**config.mk**
```make
export PLATFORM = sky130hd
export DESIGN_NAME = mem_access_unit
export DESIGN_NICKNAME = d
export VERILOG_FILES = /design/src/rtl/mem_access_unit_pkg.sv /design/src/rtl/mem_access_unit_lane_align.sv /design/src/rtl/mem_access_unit.sv
export SDC_FILE = /design/constraint.sdc
export NUM_CORES = 1
export LEC_CHECK = 0
export CAP_MARGIN = 20
export CORE_AREA = 2 2 135 124
export CTS_BUF_LIST = sky130_fd_sc_hd__clkbuf_8
export DETAILED_ROUTE_END_ITERATION = 8
export DIE_AREA = 0 0 137 126
export PLACE_DENSITY = 0.68
export REMOVE_ABC_BUFFERS = 1
export SYNTH_ARGS = -nofsm -noshare
export SYNTH_HDL_FRONTEND = slang
export SYNTH_SLANG_ARGS = --single-unit
```
**constraint.sdc**
```tcl
create_clock -name clk -period 11.5 [get_ports clk]
set_clock_uncertainty 0.1 [all_clocks]
set_input_delay 3.45 -clock clk [delete_from_list [all_inputs] [get_ports clk]]
set_output_delay 3.45 -clock clk [all_outputs]
set_load 0.02 [all_outputs]
```
**src/rtl/mem_access_unit_pkg.sv**
```systemverilog
// Shared encodings for the load/store unit: access sizes, FSM states,
// the captured-request record and the alignment rule.
package mem_access_unit_pkg;

  localparam int REQ_TYPE_W = 3;

  // req_type[1:0] size field; 2'b11 is illegal
  localparam logic [1:0] SIZE_B = 2'b00;
  localparam logic [1:0] SIZE_H = 2'b01;
  localparam logic [1:0] SIZE_W = 2'b10;

  localparam logic [1:0] S_IDLE  = 2'd0;
  localparam logic [1:0] S_ISSUE = 2'd1;
  localparam logic [1:0] S_WAIT  = 2'd2;
  localparam logic [1:0] S_DONE  = 2'd3;

  // Fields of the accepted request needed after IDLE
  typedef struct packed {
    logic       we;
    logic       uns;
    logic [1:0] size;
    logic [1:0] off;
  } reqCap_t;

  // Illegal size, odd halfword, or word not on a 4-byte boundary
  function automatic logic isMisaligned(input logic [1:0] size, input logic [1:0] off);
    return (size == 2'b11) | ((size == SIZE_H) & off[0]) | ((size == SIZE_W) & (off != 2'b00));
  endfunction

endpackage

```
**src/rtl/mem_access_unit_lane_align.sv**
```systemverilog
// Combinational byte-lane steering: store data replication plus lane mask,
// and load lane extraction with sign or zero extension.
module lane_align
  import mem_access_unit_pkg::*;
(
  input  logic [1:0]  stSize,
  input  logic [1:0]  stOff,
  input  logic [31:0] stData,
  output logic [31:0] stWdata,
  output logic [3:0]  stMask,
  input  logic [1:0]  ldSize,
  input  logic [1:0]  ldOff,
  input  logic        ldUns,
  input  logic [31:0] ldRaw,
  output logic [31:0] ldData
);

  logic [7:0]  ldByte;
  logic [15:0] ldHalf;

  // Store side: replicate the right-aligned data across lanes and enable the addressed lanes
  always_comb begin
    stWdata = stData;
    stMask  = 4'b1111;
    case (stSize)
      SIZE_B: begin
        stWdata = {4{stData[7:0]}};
        stMask  = 4'b0001 << stOff;
      end
      SIZE_H: begin
        stWdata = {2{stData[15:0]}};
        stMask  = stOff[1] ? 4'b1100 : 4'b0011;
      end
      default: ;
    endcase
  end

  // Load side: pick the addressed lane(s), then extend to 32 bits
  always_comb begin
    ldByte = ldRaw[7:0];
    case (ldOff)
      2'd1:    ldByte = ldRaw[15:8];
      2'd2:    ldByte = ldRaw[23:16];
      2'd3:    ldByte = ldRaw[31:24];
      default: ldByte = ldRaw[7:0];
    endcase
    ldHalf = ldOff[1] ? ldRaw[31:16] : ldRaw[15:0];
    case (ldSize)
      SIZE_B:  ldData = {{24{~ldUns & ldByte[7]}}, ldByte};
      SIZE_H:  ldData = {{16{~ldUns & ldHalf[15]}}, ldHalf};
      default: ldData = ldRaw;
    endcase
  end

endmodule

```
**src/rtl/mem_access_unit.sv**
```systemverilog
// Multi-cycle load/store unit between the MEM stage and the data bus.
// IDLE accepts an aligned request, ISSUE fires one strobe, WAIT follows the
// slave busy line (with a timeout for stuck devices), DONE presents the result
// for one cycle while the pipeline advances.
module mem_access_unit
  import mem_access_unit_pkg::*;
#(
  parameter int DATA_ADDR_WIDTH = 13,
  parameter int TIMEOUT_WIDTH   = 8
) (
  input  logic                       clk,
  input  logic                       rst,
  input  logic                       req_valid,
  input  logic                       req_we,
  input  logic [31:0]                req_addr,
  input  logic [31:0]                req_wdata,
  input  logic [REQ_TYPE_W-1:0]      req_type,
  output logic                       stall,
  output logic [31:0]                resp_data,
  output logic                       misalign,
  output logic                       bus_err,
  output logic [DATA_ADDR_WIDTH-1:0] mem_addr,
  output logic [31:0]                mem_wdata,
  output logic [3:0]                 mem_mask,
  input  logic [31:0]                mem_rdata,
  output logic                       mem_rstrb,
  output logic                       mem_wstrb,
  input  logic                       mem_rbusy,
  input  logic                       mem_wbusy
);

  localparam logic [TIMEOUT_WIDTH-1:0] CNT_MAX = '1;
  localparam logic [TIMEOUT_WIDTH-1:0] CNT_ONE = {{(TIMEOUT_WIDTH-1){1'b0}}, 1'b1};

  logic [1:0]                 state;
  reqCap_t                    cap;
  logic [DATA_ADDR_WIDTH-1:0] addrQ;
  logic [31:0]                wdataQ;
  logic [3:0]                 maskQ;
  logic [31:0]                respQ;
  logic                       timeoutQ;
  logic [TIMEOUT_WIDTH-1:0]   waitCnt;
  logic [TIMEOUT_WIDTH-1:0]   waitNxt;
  logic                       bad;
  logic                       busy;
  logic [31:0]                stWdata;
  logic [3:0]                 stMask;
  logic [31:0]                ldData;
  logic                       unusedReqAddr;

  // Only the low address bits reach the bus; the rest are ignored by design
  assign unusedReqAddr = ^req_addr;

  assign bad     = isMisaligned(req_type[1:0], req_addr[1:0]);
  assign busy    = cap.we ? mem_wbusy : mem_rbusy;
  assign waitNxt = waitCnt + CNT_ONE;

  lane_align uAlign (
    .stSize  (req_type[1:0]),
    .stOff   (req_addr[1:0]),
    .stData  (req_wdata),
    .stWdata (stWdata),
    .stMask  (stMask),
    .ldSize  (cap.size),
    .ldOff   (cap.off),
    .ldUns   (cap.uns),
    .ldRaw   (mem_rdata),
    .ldData  (ldData)
  );

  // Hold the pipeline from acceptance until DONE; forced low while reset is asserted
  always_comb begin
    stall = 1'b0;
    if (!rst) begin
      case (state)
        S_IDLE:         stall = req_valid & ~bad;
        S_ISSUE,
        S_WAIT:         stall = 1'b1;
        default:        stall = 1'b0;
      endcase
    end
  end

  assign misalign  = ~rst & (state == S_IDLE) & req_valid & bad;
  assign mem_rstrb = (state == S_ISSUE) & ~cap.we;
  assign mem_wstrb = (state == S_ISSUE) & cap.we;
  assign bus_err   = (state == S_DONE) & timeoutQ;
  assign mem_addr  = addrQ;
  assign mem_wdata = wdataQ;
  assign mem_mask  = maskQ;
  assign resp_data = respQ;

  // FSM, request capture, wait counter and load-data register
  always_ff @(posedge clk or posedge rst) begin
    if (rst) begin
      state    <= S_IDLE;
      cap      <= '0;
      addrQ    <= '0;
      wdataQ   <= '0;
      maskQ    <= '0;
      respQ    <= '0;
      timeoutQ <= 1'b0;
      waitCnt  <= '0;
    end else begin
      case (state)
        S_IDLE: begin
          if (req_valid && !bad) begin
            cap      <= '{we: req_we, uns: req_type[2], size: req_type[1:0], off: req_addr[1:0]};
            addrQ    <= req_addr[DATA_ADDR_WIDTH-1:0];
            wdataQ   <= stWdata;
            maskQ    <= stMask;
            timeoutQ <= 1'b0;
            state    <= S_ISSUE;
          end
        end
        S_ISSUE: begin
          waitCnt <= '0;
          state   <= S_WAIT;
        end
        S_WAIT: begin
          if (!busy) begin
            if (!cap.we) respQ <= ldData;
            state <= S_DONE;
          end else if (waitNxt == CNT_MAX) begin
            // Slave never answered: give up with zero data and an error pulse
            respQ    <= '0;
            timeoutQ <= 1'b1;
            state    <= S_DONE;
          end else begin
            waitCnt <= waitNxt;
          end
        end
        default: begin
          // DONE: the request is still on the inputs this cycle, so go straight to IDLE
          state <= S_IDLE;
        end
      endcase
    end
  end

endmodule

```
### Word-level counts from Yosys, hierarchy flattened

Cells that the tools add are included.

* equality and inequality tests: 18
* add/subtract/negate cells: 1
* div/mod/pow operators: 0
* order comparisons: 0
* reduce and logical (&&, ||, !) cells: 14
* shifts and indexed selects: 1
* multiplexer cells: 23
* $mul: 0
* bitwise gates (word level): 17

Operators by type and width (number)
* 32-bit one-hot mux with 2 select lines: 2
* 32-bit two-way mux: 3
* 8-bit one-hot mux with 3 select lines: 1
* 16-bit two-way mux: 1
* 8-bit two-way mux: 2
* 8-bit one-hot mux with 2 select lines: 1
* 2-bit == test (second input constant): 6
* 1-bit AND: 11
* 8-bit by 1-bit adder with 8-bit output (second input constant): 1
* 2-bit by 1-bit == test with 1-bit output (second input constant): 4
* 8-bit == test (second input constant): 1
* 4-bit one-hot mux with 2 select lines: 1
* 2-bit zero test: 3
* 2-bit two-way mux: 3
* 2-bit by 1-bit != test with 1-bit output (second input constant): 3
* 2-bit != test (second input constant): 3
* 2-bit one-hot mux with 3 select lines: 1
* 3-bit AND reduction: 2
* 2-bit nonzero test: 3
* 1-bit two-way mux: 5
* 4-bit two-way mux: 1
* 1-bit NOT: 4
* 1-bit one-hot mux with 2 select lines: 2
* 2-bit AND reduction: 2
* 7 further kinds: 8

* RAM bits: 0
* input bits: 105
* memories kept: 0
* ROM bits: 0
* bits in latches: 0
* register bits after elaboration: 98
* output and inout port bits: 86
* logic and storage cells: 85

### Depth between registers and ports, before layout

Gate-level depths: netlist (run 1).

* depth in word-level cells: 8
* depth in mapped cells: 9

### Cells and area by module

Synthesis (run 1) repeated with hierarchy kept, for this count alone.

* cells, all modules: 544
* area, all modules: 5873.1 µm²

Modules (own cells, without submodules)
* mem_access_unit: area each 4436.8 µm², instances 1, seq. area each 2402.3 µm², cells each 351
* lane_align: area each 1436.4 µm², instances 1, seq. area each 0.0 µm², cells each 193

### Worst setup path before layout (run 1)

No wires, ideal clock.

* path kind: in2out
* from: input port req_addr[1]
* to: output port stall
* path buffers: 2
* cell stages on the path: 5
* arrival: 4.770 ns
* path slack: 3.180 ns
* required time: 7.950 ns
* cell sequence: nor3_1 -> o21bai_1 -> buf_2 -> clkbuf_1 -> a211oi_1

* longest elaborated chain between the ends: 7

Ends and longest elaborated chain
* start, declared: RTL line mem_access_unit.sv:15 `input logic [31:0] req_addr,`
* 2-bit nonzero test: RTL line mem_access_unit_pkg.sv:27 `return (size == 2'b11) | ((size == SIZE_H) & off[0]) | ((size == SIZE_W) & (off != 2'b00));`
* 1-bit AND: RTL line mem_access_unit_pkg.sv:27
* 1-bit bitwise OR: RTL line mem_access_unit_pkg.sv:27
* 1-bit NOT: RTL line mem_access_unit.sv:76 `S_IDLE: stall = req_valid & ~bad;`
* 1-bit AND: RTL line mem_access_unit.sv:76
* 1-bit one-hot mux with 2 select lines: RTL line mem_access_unit.sv:75 `case (state)`
* 1-bit two-way mux: RTL line mem_access_unit.sv:74 `if (!rst) begin`
* end, declared: RTL line mem_access_unit.sv:18 `output logic stall,`

No other way between the ends.

### Final worst setup path (run 1)

* from: input port req_type[0]
* to: output port stall

* longest elaborated chain between the ends: 8

Ends and longest elaborated chain
* start, declared: RTL line mem_access_unit.sv:17 `input logic [REQ_TYPE_W-1:0] req_type,`
* 2-bit by 1-bit == test with 1-bit output: RTL line mem_access_unit_pkg.sv:27
* 1-bit AND: RTL line mem_access_unit_pkg.sv:27
* 1-bit bitwise OR: RTL line mem_access_unit_pkg.sv:27
* 1-bit bitwise OR *: RTL line mem_access_unit_pkg.sv:27
* 1-bit NOT *: RTL line mem_access_unit.sv:76
* 1-bit AND *: RTL line mem_access_unit.sv:76
* 1-bit one-hot mux with 2 select lines *: RTL line mem_access_unit.sv:75
* 1-bit two-way mux *: RTL line mem_access_unit.sv:74

Every way passes the cells marked *; elsewhere a longest branch is shown, timed or not.

==> results of run 1 <==
[routing by layer]
metal / vias up / wire, um
met5: - / 0
met1: 2412 / 6540
met2: 211 / 7870
met3: 20 / 1730
met4: 0 / 323
li1: 2297 / -
[how the worst max path moves through the flow]
| stage | startpoint | to | slack, ps | depth (start not counted) |
|---|---|---|---|---|
| after floorplan | req_addr[0] | stall | 750 | 3 |
| after global placement | req_type[0] | stall | 2060 | 5 |
| after detailed placement | req_type[0] | stall | 2070 | 5 |
| after CTS | req_type[0] | stall | 2060 | 5 |
| after global routing | req_type[0] | stall | 1970 | 5 |
| final | req_type[0] | stall | 2120 | 5 |
[worst max-delay path, cell delays in order]
cell             delay, ps
clkdlybuf4s50_1        790
nor3_1                 590
o21bai_4               120
a211oi_1               230
clkdlybuf4s50_1        630
[power groups by stage]
stage	sequential [mW]	combinational, mW	clock [mW]
after floorplan	0.761	0.397	0
after global placement	0.616	0.963	0
after detailed placement	0.627	0.988	0
after CTS	0.625	0.991	0.238
after global routing	0.647	1.07	0.251
final	0.623	0.984	0.228
[per-stage QoR]
step                      hold slack (ps)  setup slack (ps)  area, um^2  total power [mW]  instances
after CTS                             397              2060        7450              1.85        917
final                                 388              2120        7450              1.84        917
after global placement                360              2060        7260              1.58        901
after global routing                  423              1970        7450              1.96        917
after floorplan                       385               749        5230              1.16        518
after detailed placement              374              2070        7260              1.62        901
[registers in the layout, summed over array words and instances (netlist names)]
| name | count |
|---|---|
| mem_wdata | 32 |
| mem_addr | 12 |
| cap | 5 |
| timeoutQ | 1 |
| waitCnt | 8 |
| state | 2 |
| resp_data | 32 |
| mem_mask | 4 |
[layout make-up]
| cell class | count | area [um^2] |
|---|---|---|
| Fill cell | 1476 | 8400 |
| Multi-Input combinational cell | 403 | 2770 |
| Sequential cell | 96 | 2400 |
| Timing Repair Buffer | 176 | 1750 |
| Tap cell | 207 | 259 |
| Clock buffer | 9 | 124 |
| Inverter | 19 | 73.8 |
| Clock inverter | 7 | 70.1 |
[cell usage in the layout (no fill, tap or decap), types with 4 or more instances in the layout]
| master | synthesis | routed |
|---|---|---|
| o211ai_2 | 15 | 15 |
| mux2i_1 | 26 | 26 |
| ha_1 | 7 | 7 |
| o211ai_1 | 4 | 4 |
| clkbuf_8 | 0 | 9 |
| mux2_2 | 33 | 33 |
| a221oi_1 | 7 | 7 |
| a21oi_1 | 40 | 40 |
| buf_4 | 4 | 5 |
| clkdlybuf4s50_1 | 0 | 171 |
| o22ai_1 | 11 | 11 |
| a2111oi_0 | 6 | 6 |
| nand3_1 | 10 | 10 |
| nand2_1 | 90 | 90 |
| dfrtp_1 | 96 | 96 |
| inv_1 | 18 | 18 |
| o21ai_0 | 50 | 50 |
| nor3_1 | 5 | 5 |
| mux4_2 | 8 | 8 |
| o21ai_1 | 16 | 15 |
| nor2_1 | 32 | 32 |
[kinds of logic (layout without fill, tap and decap cells)]
| family | Yosys count | count (layout) |
|---|---|---|
| xor+xnor | 4 | 4 |
| compound gates | 170 | 170 |
| flops | 96 | 96 |
| buf+inv | 62 | 211 |
| fa+ha+maj | 7 | 7 |
| simple gates | 155 | 155 |
| mux | 67 | 67 |
==> impl_metrics.ini, run 1 <==
[routing]
vias_per_cell = 5.39
drt-total-wl_um = 16500
ant_nets = 0
first_pass_iters = 4
drc_errors = 0
wl_per_cell_um = 17.9
dr_total_vias = 4940
drtIter0Drc = 206

[synth]
synth_xor_area_share_pct = 0.642
netlist_area_mm2 = 0.00546
synthDistinctLibCells = 55
avgSynthCellArea_um2 = 9.72
synth_commonest_cells = dfrtp_1, nand2_1, o21ai_0
synth_top_family_by_area = compound AO/OA/AOI/OAI gates
synthArstFlopShare_pct = 100
yosysTopAreaCellShare_pct = 44.0
synthSimpleGateAreaFrac_pct = 12.2
muxShareOfSynthArea_pct = 14.9
ys_top_cells_by_area = dfrtp_1, mux2_2, nand2_1, mux2i_1, o21ai_0
synth.most_common_cell = dfrtp_1
synthCells = 561
synth_edf_count = 0
synth_top_area_cell = dfrtp_1
synth_adder_area_share_pct = 1.61
synth_compound_area_share_pct = 21.2
synthFlopType = dfrtp_1
ys.warnings.count = 0
seq_area_frac_synth_pct = 44.0
ys_ff_latch = 96

[place]
routabilityCongestion = 0.824
io_buffer_count = 171
dpl.hpwl_um = 11300

[pwr]
p_comb_share_pct = 53.6
p_int_mw = 1.04
share_seq_of_total_power_pct = 33.9
worst_ir_drop_vdd_uv = 123
p_per_area_mw_per_mm2 = 246
power_leakage_nw = 3.07
p_sw_share_pct = 43.2
switchingPower_mw = 0.793
clockPowerShare_pct = 12.4

[floorplan]
dieHeight_um = 126
ioPinCount = 191
die_w_um = 137
start_util_pct = 34.4
die_area_mm2 = 0.0173
rows = 44
coreArea_mm2 = 0.0159

[timing]
min_period_ps = 9380
finalHoldViolCount = 0
worst_slew_pin_slew_ps = 1070
fin_tns_setup_ps = 0
slew_viol_final = 0
max_slew_margin_pct = 28.8
fmax_ghz = 0.107
setup_viol = 0
min_period_over_period_pct = 81.5
rsz0062_at_grt = false

[outcome]
outcome = finished, final reports clean

[worst_setup_path]
arrival_ps = 5830
required_ps = 7950
r2r_end = resp_data[31]$_DFFE_PP0P_
endpoint_kind = output port
critPathKind = input pin to output port
critPathLaunchType = input pin
critPathMaxFanout = 14
r2r_start = state[0]$_DFFE_PP0P_
reg2reg_depth = 7
rrSetupSlack_ps = 8220

[clocking]
tritoncts = done
post-cts-setup-buffers = 0
cts_made_buffers = 9
clock_latency_ps = 370
postCtsHoldBufs = 0
path_clk_slew_ps = 90
tritoncts_num_sinks = 96
ctsResizeCount = 0
cts_root_buf = clkbuf_8
cts_max_path_buffers = 2
htreeDepth = 3

[hold_path]
min_path_cells = 2
whs_endpoint = mem_wdata[12]$_DFFE_PP0P_
worstHoldStart = mem_wdata[12]$_DFFE_PP0P_
hp-class = flip-flop to flip-flop

[global_routing]
grt_antenna_before_repair = 0
grt_use_met2_pct = 31.7
grt_overflow = 0
grtUsageMet1_pct = 23.2
grt_pass1_wl_um = 26500
grtUsageTotal_pct = 19.4
grt_pass1_vias = 5235
use_met3_pct = 7.13
grt_max_degree = 86
grt_busiest_layer = met2

[layout]
drive_gt1_share_pct = 12.7
fin_util_pct = 47.0
nets = 817
n_antenna_cell = 0
syn2layout_area_growth_pct = 36.6

[flow_run]
max-cap-violations = 0
No activity file was read; power rests on OpenSTA's default activity.
==> run 2: changes to the inputs <==
- clock period: 11.5 -> 9.1 ns (I/O delays scaled with it)
==> run 2 against run 1 <==
Effect of this change:
- critical path depth up 1
- non-clock buffer count up 1
- core utilization increased by 0.15 points
- wire length grew 0.91%
- clock power up 37%
- power grew 27%
- worst setup slack got worse by 630 ps
- largest power group unchanged
- first-iteration DRC count fell by 11%
- sequential power is 26% higher
==> impl_metrics.ini, run 2 (synthesis gave the netlist of run 1 again) <==
[pwr]
finalPower_mw = 2.34
p_per_area_mw_per_mm2 = 313
power_leakage_nw = 3.07
worst_ir_drop_vdd_uv = 164

[floorplan]
rows = 44
die_area_mm2 = 0.0173
die_w_um = 137
start_util_pct = 34.4
coreArea_mm2 = 0.0159
ioPinCount = 191
dieHeight_um = 126

[place]
io_buffer_count = 171
dpl.hpwl_um = 11300
numPlacedInstances = 902
dp_slack_ps = 1470
routabilityCongestion = 0.843

[global_routing]
grt_pass1_wl_um = 26400
grt_use_met2_pct = 31.4
grt_max_degree = 86
grt_pass1_vias = 5164
grt_antenna_before_repair = 0
grt_busiest_layer = met2
use_met3_pct = 6.48
grtUsageTotal_pct = 19.5
grt_overflow = 0
grtUsageMet1_pct = 23.4

[clocking]
cts_root_buf = clkbuf_8
cts_made_buffers = 9
cts_max_path_buffers = 2
tritoncts = done
path_clk_slew_ps = 110
tritoncts_num_sinks = 96
postCtsHoldBufs = 0
post-cts-setup-buffers = 0
htreeDepth = 3
clock_latency_ps = 380
ctsResizeCount = 0

[timing]
setup_slack_ps = 1490
slew_viol_final = 0
rsz0062_at_grt = false
finalHoldViolCount = 0
min_period_ps = 7610
min_period_over_period_pct = 83.7
worst_slew_pin_slew_ps = 1080
setup_viol = 0
fmax_ghz = 0.131
fin_hold_ws_ps = 389
max_slew_margin_pct = 27.9

[layout]
fin_util_pct = 47.1
final_common_cell = clkdlybuf4s50_1
post_layout_nonfiller_instances = 918
final_cell_mix = clkdlybuf4s50_1, dfrtp_1, nand2_1, o21ai_0, a21oi_1
drive_gt1_share_pct = 12.9
nFillCells = 1478
n_antenna_cell = 0
nets = 818
syn2layout_area_growth_pct = 37.0

[worst_setup_path]
cpMostUsedCell = clkdlybuf4s50_1
arrival_ps = 4780
crit_path_max_incr_delay_ps = 640
path_cells = clkdlybuf4s50_1 -> buf_4 -> nor3_1 -> o21bai_4 -> a211oi_1 -> clkdlybuf4s50_1
endpoint_kind = output port
required_ps = 6270
critPathLaunchType = input pin
critPathSlowestCell = clkdlybuf4s50_1
critPathKind = input pin to output port
critPathMaxFanout = 14

[flow_run]
max-cap-violations = 0

[routing]
drtIter0Drc = 184
drc_errors = 0
vias_per_cell = 5.42
ant_nets = 0
wl_per_cell_um = 18.1
drt-total-wl_um = 16600
first_pass_iters = 5
dr_total_vias = 4973

[hold_path]
hp-class = flip-flop to flip-flop

[outcome]
outcome = finished, final reports clean
## run 2: cell types whose count changed in the layout (fill, tap and decap cells not counted)
cell,previous run,this run
clkinvlp_4,0,1
buf_4,5,6
clkinv_2,2,0
inv_6,2,3
inv_1,18,17
clkbuf_8,9,10
## run 2: stage by stage
step | setup TNS (ps) | instance area, um^2
after detailed placement | 0 | 7260
after CTS | 0 | 7470
after floorplan | -211 | 5230
final | 0 | 7470
after global placement | 0 | 7260
after global routing | 0 | 7470
## run 2: report_power, final
group / switching [mW] / internal (mW) / leakage, nW / total (mW)
logic: 0.659 / 0.582 / 1.84 / 1.24
registers: 0.179 / 0.609 / 1.12 / 0.787
clock network: 0.174 / 0.138 / 0.104 / 0.312
## run 2: path summary, 6_finish.rpt
check / startpoint / endpoint / slack [ps] / cells past startpoint
min in group asynchronous: rst / mem_addr[7]$_DFFE_PP0P_ / 2730 / 2
hold reg to reg: mem_wdata[25]$_DFFE_PP0P_ / mem_wdata[25]$_DFFE_PP0P_ / 390 / 2
setup reg to reg: state[0]$_DFFE_PP0P_ / resp_data[31]$_DFFE_PP0P_ / 5830 / 7
setup / recovery: req_type[0] / stall / 1490 / 6
hold / removal: mem_wdata[25]$_DFFE_PP0P_ / mem_wdata[25]$_DFFE_PP0P_ / 390 / 2
max in group asynchronous: rst / cap[3]$_DFFE_PP0P_ / 5030 / 3
## run 2: critical path, delay by kind of cell
kind / cells / cell delay [ps]
buffers and inverters: 3 / 1250
AO/OA/AOI/OAI: 2 / 370
AND/OR/NAND/NOR: 1 / 420
## run 2: area by class of cell
cell class / instances / area [um^2] / area share, %
clock buffer: 10 / 138 / 1.84
clock inverter: 6 / 72.6 / 0.971
inverter: 19 / 73.8 / 0.988
multi-input combinational: 403 / 2770 / 37.1
sequential: 96 / 2400 / 32.1
tap: 207 / 259 / 3.47
timing repair buffer: 177 / 1760 / 23.5
## run 2: metal layers
metal	part of all wire, %	up-vias
li1	-	2304
met1	41	2397
met2	46	239
met3	10	33
met4	3.3	0
met5	0	-
==> run 3: changes to the inputs <==
- clock period: 9.1 -> 7.39 ns (I/O delays scaled with it)
==> run 3 against run 2 <==
Effect of this change:
- core utilization decreased by 0.071 points
- wire length decreased by 1.1%
- worst setup slack worse by 620 ps
- register-to-register slack worse by 1700 ps
- cell area is 0.15% lower
- via count down 1.1%
==> impl_metrics.ini, run 3 (synthesis gave the netlist of run 1 again) <==
[timing]
rsz0062_at_grt = false
setup_viol = 0
finalHoldViolCount = 0
fin_hold_ws_ps = 389
fin_tns_setup_ps = 0
worst_slew_pin_slew_ps = 1030
min_period_ps = 6520
min_period_over_period_pct = 88.3
fmax_ghz = 0.153
slew_viol_final = 0
max_slew_margin_pct = 30.9

[pwr]
worst_ir_drop_vdd_uv = 207
p_per_area_mw_per_mm2 = 383
power_leakage_nw = 3.07

[worst_setup_path]
rrSetupSlack_ps = 4110
critPathMaxFanout = 4
r2r_start = state[0]$_DFFE_PP0P_
path_cells = clkdlybuf4s50_1 -> nor3_1 -> o21bai_4 -> a211oi_1 -> clkdlybuf4s50_1
arrival_ps = 4200
required_ps = 5070
reg2reg_depth = 7
cpMostUsedCell = clkdlybuf4s50_1
crit_path_max_incr_delay_ps = 650
cp_top_family = buffers and inverters
endpoint = stall
critPathSlowestCell = clkdlybuf4s50_1
r2r_end = resp_data[31]$_DFFE_PP0P_
cp-startpoint = req_addr[1]
crit_buf_inv = 2
critPathLaunchType = input pin
crit_cells = 5
endpoint_kind = output port
critPathKind = input pin to output port

[clocking]
clock_latency_ps = 380
cts_max_path_buffers = 2
cts_made_buffers = 9
path_clk_slew_ps = 110
htreeDepth = 3
tritoncts = done
post-cts-setup-buffers = 0
ctsResizeCount = 0
cts_root_buf = clkbuf_8
tritoncts_num_sinks = 96
postCtsHoldBufs = 0

[hold_path]
min_path_cells = 2
hp-class = flip-flop to flip-flop

[floorplan]
ioPinCount = 191
die_w_um = 137
coreArea_mm2 = 0.0159
dieHeight_um = 126
rows = 44
die_area_mm2 = 0.0173
start_util_pct = 34.4

[routing]
first_pass_iters = 4
drtIter0Drc = 245
drt-total-wl_um = 16400
ant_nets = 0
vias_per_cell = 5.36
wl_per_cell_um = 17.9
dr_total_vias = 4916
drc_errors = 0

[layout]
fin_util_pct = 47.1
syn2layout_area_growth_pct = 36.8
nets = 818
n_antenna_cell = 0
final_cell_mix = clkdlybuf4s50_1, dfrtp_1, nand2_1, o21ai_0, a21oi_1
drive_gt1_share_pct = 12.8
nFillCells = 1479
final_common_cell = clkdlybuf4s50_1

[place]
routabilityCongestion = 0.852
dpl.hpwl_um = 11300
io_buffer_count = 171

[outcome]
outcome = finished, final reports clean

[flow_run]
max-cap-violations = 0

[global_routing]
grt_pass1_wl_um = 25800
grtUsageTotal_pct = 19.3
grt_antenna_before_repair = 0
grt_max_degree = 86
grt_pass1_vias = 5003
grt_overflow = 0
[run 3: cell count changes in the layout (fill, tap and decap cells not counted)]
cell      change
clkbuf_8      -1
inv_6         -1
inv_8         +1
[run 3: cell type report]
| type | count | area, um^2 | area share [%] |
|---|---|---|---|
| Multi-Input combinational cell | 403 | 2770 | 37.2 |
| Timing Repair Buffer | 177 | 1760 | 23.5 |
| Sequential cell | 96 | 2400 | 32.2 |
| Tap cell | 207 | 259 | 3.47 |
| Clock inverter | 6 | 75.1 | 1.01 |
| Clock buffer | 9 | 124 | 1.66 |
| Inverter | 19 | 73.8 | 0.989 |
[run 3: worst min path at each step]
stage | from | to | slack [ps]
CTS | mem_wdata[15]$_DFFE_PP0P_ | mem_wdata[15]$_DFFE_PP0P_ | 400
detailed placement | mem_wdata[15]$_DFFE_PP0P_ | mem_wdata[15]$_DFFE_PP0P_ | 370
finish | mem_wdata[15]$_DFFE_PP0P_ | mem_wdata[15]$_DFFE_PP0P_ | 390
floorplan | waitCnt[7]$_DFFE_PP0P_ | waitCnt[7]$_DFFE_PP0P_ | 380
global placement | mem_wdata[27]$_DFFE_PP0P_ | mem_wdata[27]$_DFFE_PP0P_ | 360
global route | mem_wdata[18]$_DFFE_PP0P_ | mem_wdata[18]$_DFFE_PP0P_ | 430
[run 3: power breakdown]
part / internal [mW] / total, mW / switching (mW)
combinational: 0.716 / 1.52 / 0.808
clock: 0.160 / 0.365 / 0.205
sequential: 0.750 / 0.968 / 0.219
total: 1.63 / 2.86 / 1.23
[run 3: through the flow]
step | setup slack [ps] | std cells | power (mW) | instance area (um^2)
3_3_place_gp | 886 | 902 | 2.46 | 7260
5_1_grt | 782 | 917 | 3.05 | 7460
6_report | 868 | 917 | 2.86 | 7460
4_1_cts | 844 | 917 | 2.89 | 7460
2_1_floorplan | -895 | 518 | 1.80 | 5230
3_5_place_dp | 849 | 902 | 2.51 | 7260
[run 3: worst reg2reg max path: stages (launching register included)]
cell	delay [ps]
dfrtp_1	460
inv_1	120
ha_1	430
inv_2	240
or3_1	770
a221oi_4	710
o21ai_0	270
o211ai_2	110
[run 3: routing by layer]
metal  share of wire, %  up-vias  wire (um)  GRT usage (%)
met4                2.4        0        394           6.06
li1                   -     2307          -              -
met1                 41     2385       6740           22.5
met3                9.6       22       1580           8.41
met2                 47      202       7710           31.8
met5                  0        -          0              0
==> edit 1: new RTL, flow settings as in run 3 <==
Change the parameter `TIMEOUT_WIDTH` from 8 to 9.
--- a/src/rtl/mem_access_unit.sv
+++ b/src/rtl/mem_access_unit.sv
@@ -8,3 +8,3 @@
   parameter int DATA_ADDR_WIDTH = 13,
-  parameter int TIMEOUT_WIDTH   = 8
+  parameter int TIMEOUT_WIDTH   = 9
 ) (
Check against the original RTL: same outputs for any inputs over 4 cycles, from zero or initial values and one cycle with rst high; that may be too few to reach the edited logic, so the function may still have changed.
==> edit 1 against run 3 <==
  * Area after synthesis is 6.3% lower
  * Design area is 4.1% lower
  * Fmax is 2.4% lower
  * Routed wire length is 11% lower
  * Count of clock-buffer cells in the layout stayed put
  * Worst setup slack worse by 0.16 ns
  * Sequential cell count is 1 higher
  * Power is 5.4% lower
  * Critical path type unchanged
==> edit 1: results (changes against run 3) <==
[power_and_ir_drop]
p_leak_nw = 3.00  ; -2.1%
ir_worst_vdd_mv = 0.192  ; -6.9%

[drt]
drtPass1Iterations = 4  ; unchanged
routed_wl_um = 14700  ; -11%
drt_iter0_drc = 162  ; -34%
routed_via_density = 5.17  ; -3.6%
ant_nets = 0  ; unchanged

[clock_network]
clock_latency_ns = 0.37
cts-resized-gates = 0  ; unchanged
path_clk_slew_ns = 0.09  ; -0.02 ns
cts_buffer_depth = 2  ; unchanged
numCtsBuffers = 9  ; unchanged
root_buffer = clkbuf_8
post-cts-setup-buffers = 0  ; unchanged
htree_num_levels = 3  ; unchanged

[setup_path]
r2r-start = waitCnt[0]
crit_path_end = stall
reg2reg_slack_ns = 4.66  ; +0.55 ns
arrival_ns = 4.37  ; +0.17 ns
max_stage_delay_ns = 0.68  ; +0.03 ns
reg2reg_to = resp_data[15]
cp_slowest_cell = clkdlybuf4s50_1
cp_max_fo = 4  ; unchanged
cp-startpoint = req_addr[0]
rr_worst_depth = 7  ; unchanged

[finish]
drive_above_1_share_pct = 9.61  ; -3.2 points
num_antenna_cells = 0  ; unchanged
final_nets = 743  ; -9.2%
num-fill-cells = 1500  ; +1.4%

[placement]
port_buffers = 171  ; unchanged
postPlaceCellArea_um2 = 6980  ; -3.9%
dp_hpwl_um = 10200  ; -10%
gp_congestion = 0.818  ; -3.9%

[status]
outcome = finished, final reports clean

[yosys]
ys.flop_type = dfrtp_1
async_flop_share_pct = 100  ; unchanged
yosysWarnings = 0  ; unchanged
synth.top_cells.by_area = dfrtp_1, mux2i_1, mux2_2
yosysUniqueCellTypes = 45  ; -18%
synth_commonest_cells = dfrtp_1, o21ai_0, mux2i_1, nand2_1, mux2_2
seq_area_frac_synth_pct = 47.5  ; +3.5 points

[grt]
antenna_found_initial = 0  ; unchanged
grt_pass1_wl_um = 23400  ; -9.4%
grt_max_degree = 84  ; -2.3%
grt_pass1_vias = 4510  ; -9.9%
globalRouteTotalUtil_pct = 17.2  ; -2.0 points

[hold_path]
min_path_type = flop to flop

[sta]
worst_pin_slew_ns = 0.905  ; -0.129 ns

==> edit 1: cell count changes after synthesis, sizes merged, moves of 12 or more <==
cell	delta
mux2i	+12
a21oi	-24
nor2	-19
nand2	-52
nor2b	+16
o21ai	-19
o211ai	-19
o2bb2ai	+24
==> edit 1: cells by family after synthesis <==
kind of cell               synth area share, %
xor gates and xnor gates                  1.52
DFF                                       47.5
adders and majority gates                 1.71
AOI/OAI and AO/OA                         17.2
muxes                                     16.0
buffers and inverters                     4.48
and+or+nand+nor                           11.5
==> edit 1: worst min path at each step <==
stage                   from  depth (start not counted)  slack (ns)       endpoint
3_5_place_dp   mem_wdata[22]                          2        0.37  mem_wdata[22]
6_report       mem_wdata[21]                          2        0.39  mem_wdata[21]
5_1_grt         resp_data[8]                          1        0.41   resp_data[8]
4_1_cts        mem_wdata[21]                          2        0.40  mem_wdata[21]
2_1_floorplan     waitCnt[8]                          1        0.34     waitCnt[8]
3_3_place_gp    mem_wdata[8]                          2        0.36   mem_wdata[8]
==> edit 1: critical path: cells and delay by family <==
family                 cells  cell delay (ns)
and+or+nand+nor            2             0.40
buffers and inverters      2             1.16
AOI/OAI and AO/OA          2             0.59
==> edit 1: where the power goes <==
part | internal, W | leakage, nW | switching (W) | total (W)
clock | 0.000151 | 0.0989 | 0.000187 | 0.000337
combinational | 0.000700 | 1.68 | 0.000736 | 0.00144
sequential | 0.000755 | 1.22 | 0.000175 | 0.000930
==> edit 1: per-layer routing <==
metal / part of all wire [%] / wire (um) / vias up / global-route usage, %
li1: - / - / 2021 / -
met1: 41 / 6040 / 2142 / 20.8
met2: 48 / 6970 / 166 / 27.9
met3: 9.5 / 1400 / 24 / 6.84
met4: 1.8 / 259 / 0 / 5.76
met5: 0 / 0 / - / 0
==> edit 1: metrics by stage <==
stage / util [%] / instances / setup slack [ns]
floorplan: - / 442 / -0.0641
finish: 45.1 / 842 / 0.705
detailed placement: 44.0 / 827 / 0.690
CTS: 45.1 / 842 / 0.660
global route: 45.1 / 842 / 0.534
global placement: 44.0 / 827 / 0.700
==> edit 1: final cells by class <==
class | instances | area share [%]
clock buffer | 9 | 1.73
timing repair buffer | 178 | 24.7
tap | 207 | 3.62
multi-input combinational | 327 | 34.4
sequential | 97 | 33.9
clock inverter | 6 | 0.752
inverter | 18 | 0.979
==> edit 2: new RTL, flow settings as in run 3 <==
Made on the original files. Reset style: synchronous (`rst`), changed in one clocked block.
--- a/src/rtl/mem_access_unit.sv
+++ b/src/rtl/mem_access_unit.sv
@@ -93,3 +93,3 @@
   // FSM, request capture, wait counter and load-data register
-  always_ff @(posedge clk or posedge rst) begin
+  always_ff @(posedge clk) begin
     if (rst) begin
Formal check against the unedited RTL: differs if rst is asserted again (counterexample within 4 cycles, from zero or initial values and one cycle with rst high); with rst held inactive, the same outputs for 10 cycles.
==> edit 2 against run 3 <==
  * Sequential share of layout area decreased by 3.6 points
  * Highest routed layer unchanged
  * Synthesized cell count increased by 2.5%
  * Hold slack got worse by 0.032 ns
  * Register-to-register slack improved by 0.35 ns
  * Sequential cell count unchanged
  * Worst setup slack got worse by 0.14 ns
  * Routed wire length decreased by 13%
  * Area after synthesis decreased by 13%
  * Cell count increased by 0.87%
  * Design area decreased by 9.9%
Power is not compared: it rests on default switching activity, and its combinational part moved more than twofold at a synthesized area within 25%.
==> edit 2: results (changes against run 3) <==
[yosys]
synthAdderAreaFrac_pct = 1.85  ; +0.25 points
synthMuxAreaShare_pct = 7.47  ; -7.4 points
netlist_instances = 575  ; +2.5%
post-synth-top-count-cell = nand2_1
async_flop_share_pct = 0  ; -100 points
yosysUniqueCellTypes = 53  ; -3.6%
synth_commonest_cells = nand2_1, dfxtp_1, nor2_1
synth-compound-area-share_pct = 25.4  ; +4.2 points

[grt]
globalRouteTotalUtil_pct = 16.4  ; -2.8 points
met2_usage_pct = 25.7  ; -6.1 points
grt_max_degree = 70  ; -19%
grtUsageMet1_pct = 22.8  ; +0.27 points
met3_usage_pct = 3.74  ; -4.7 points
grt_pass1_vias = 4246  ; -15%
grt_pass1_wl_um = 22600  ; -13%

[placement]
postPlaceCellArea_um2 = 6500  ; -10%
pre_cts_slack_ns = 0.747  ; -0.102 ns
placed_cells = 909  ; +0.78%
gp_congestion = 0.770  ; -9.6%

[setup_path]
arrival_ns = 4.34  ; +0.14 ns
reg2reg_slack_ns = 4.46  ; +0.35 ns
cp_max_fo = 7  ; +3

[sta]
layout_setup_ws_ns = 0.730  ; -0.138 ns
hold_ws_ns = 0.357  ; -0.0320 ns
maxSlewHeadroom_pct = 38.4  ; +7.5 points

[status]
outcome = finished, final reports clean

[drt]
drt_iter0_drc = 293  ; +20%
wl_met2_um = 6640  ; -14%
routed_wl_um = 14300  ; -13%

[finish]
final_nets = 825  ; +0.86%
num-fill-cells = 1617  ; +9.3%
finalNonFillerCells = 925  ; +0.87%

## edit 2: changes by cell type in the layout (fill, tap and decap cells not counted), sizes merged, moves of 10 or more
cell / change
o21ai: -35
dfrtp: -96
a211oi: +16
dfxtp: +96
a311oi: +10
mux2: -25
a21o: +17
o2bb2ai: +16
o211ai: -17
nor2: +12
nand2: +20
## edit 2: metrics by stage
step | setup TNS [ns] | util [%]
after floorplan | -0.424 | -
after global placement | 0 | 41.0
after detailed placement | 0 | 41.0
after CTS | 0 | 42.4
after global routing | 0 | 42.4
final | 0 | 42.4
## edit 2: cells by family after synthesis
| family | Yosys count |
|---|---|
| adder cells (fa/ha/maj) | 7 |
| AO/OA/AOI/OAI | 174 |
| AND/OR/NAND/NOR | 196 |
| flip-flops | 96 |
| multiplexers | 33 |
| XOR/XNOR | 3 |
| buffers and inverters | 66 |
## edit 2: final timing paths
kind / to / depth (start not counted) / startpoint
hold reg to reg: mem_addr[4] / 2 / mem_addr[4]
setup reg to reg: resp_data[23] / 6 / state[0]
setup / recovery: stall / 7 / req_type[0]
hold / removal: mem_addr[4] / 2 / mem_addr[4]
## edit 2: final cells by class
cell class	instances	area share (%)
Clock inverter	7	1.41
Clock buffer	9	1.84
Sequential cell	96	28.6
Tap cell	207	3.85
Timing Repair Buffer	176	25.9
Inverter	17	0.949
Multi-Input combinational cell	413	37.4
## edit 2: worst register-to-register path, cell delays in order (launching register included)
cell	delay, ns
dfxtp_1	0.35
inv_1	0.10
ha_1	0.49
nand2_1	0.21
or3_1	0.66
nand2b_1	0.63
o2bb2ai_1	0.30
## edit 2: where the power goes
group,internal (W),leakage (nW),switching [W]
registers,0.000547,0.780,0.0000213
logic,0.000139,1.55,0.000158
clock network,0.000191,0.110,0.000199
total,0.000877,2.45,0.000379
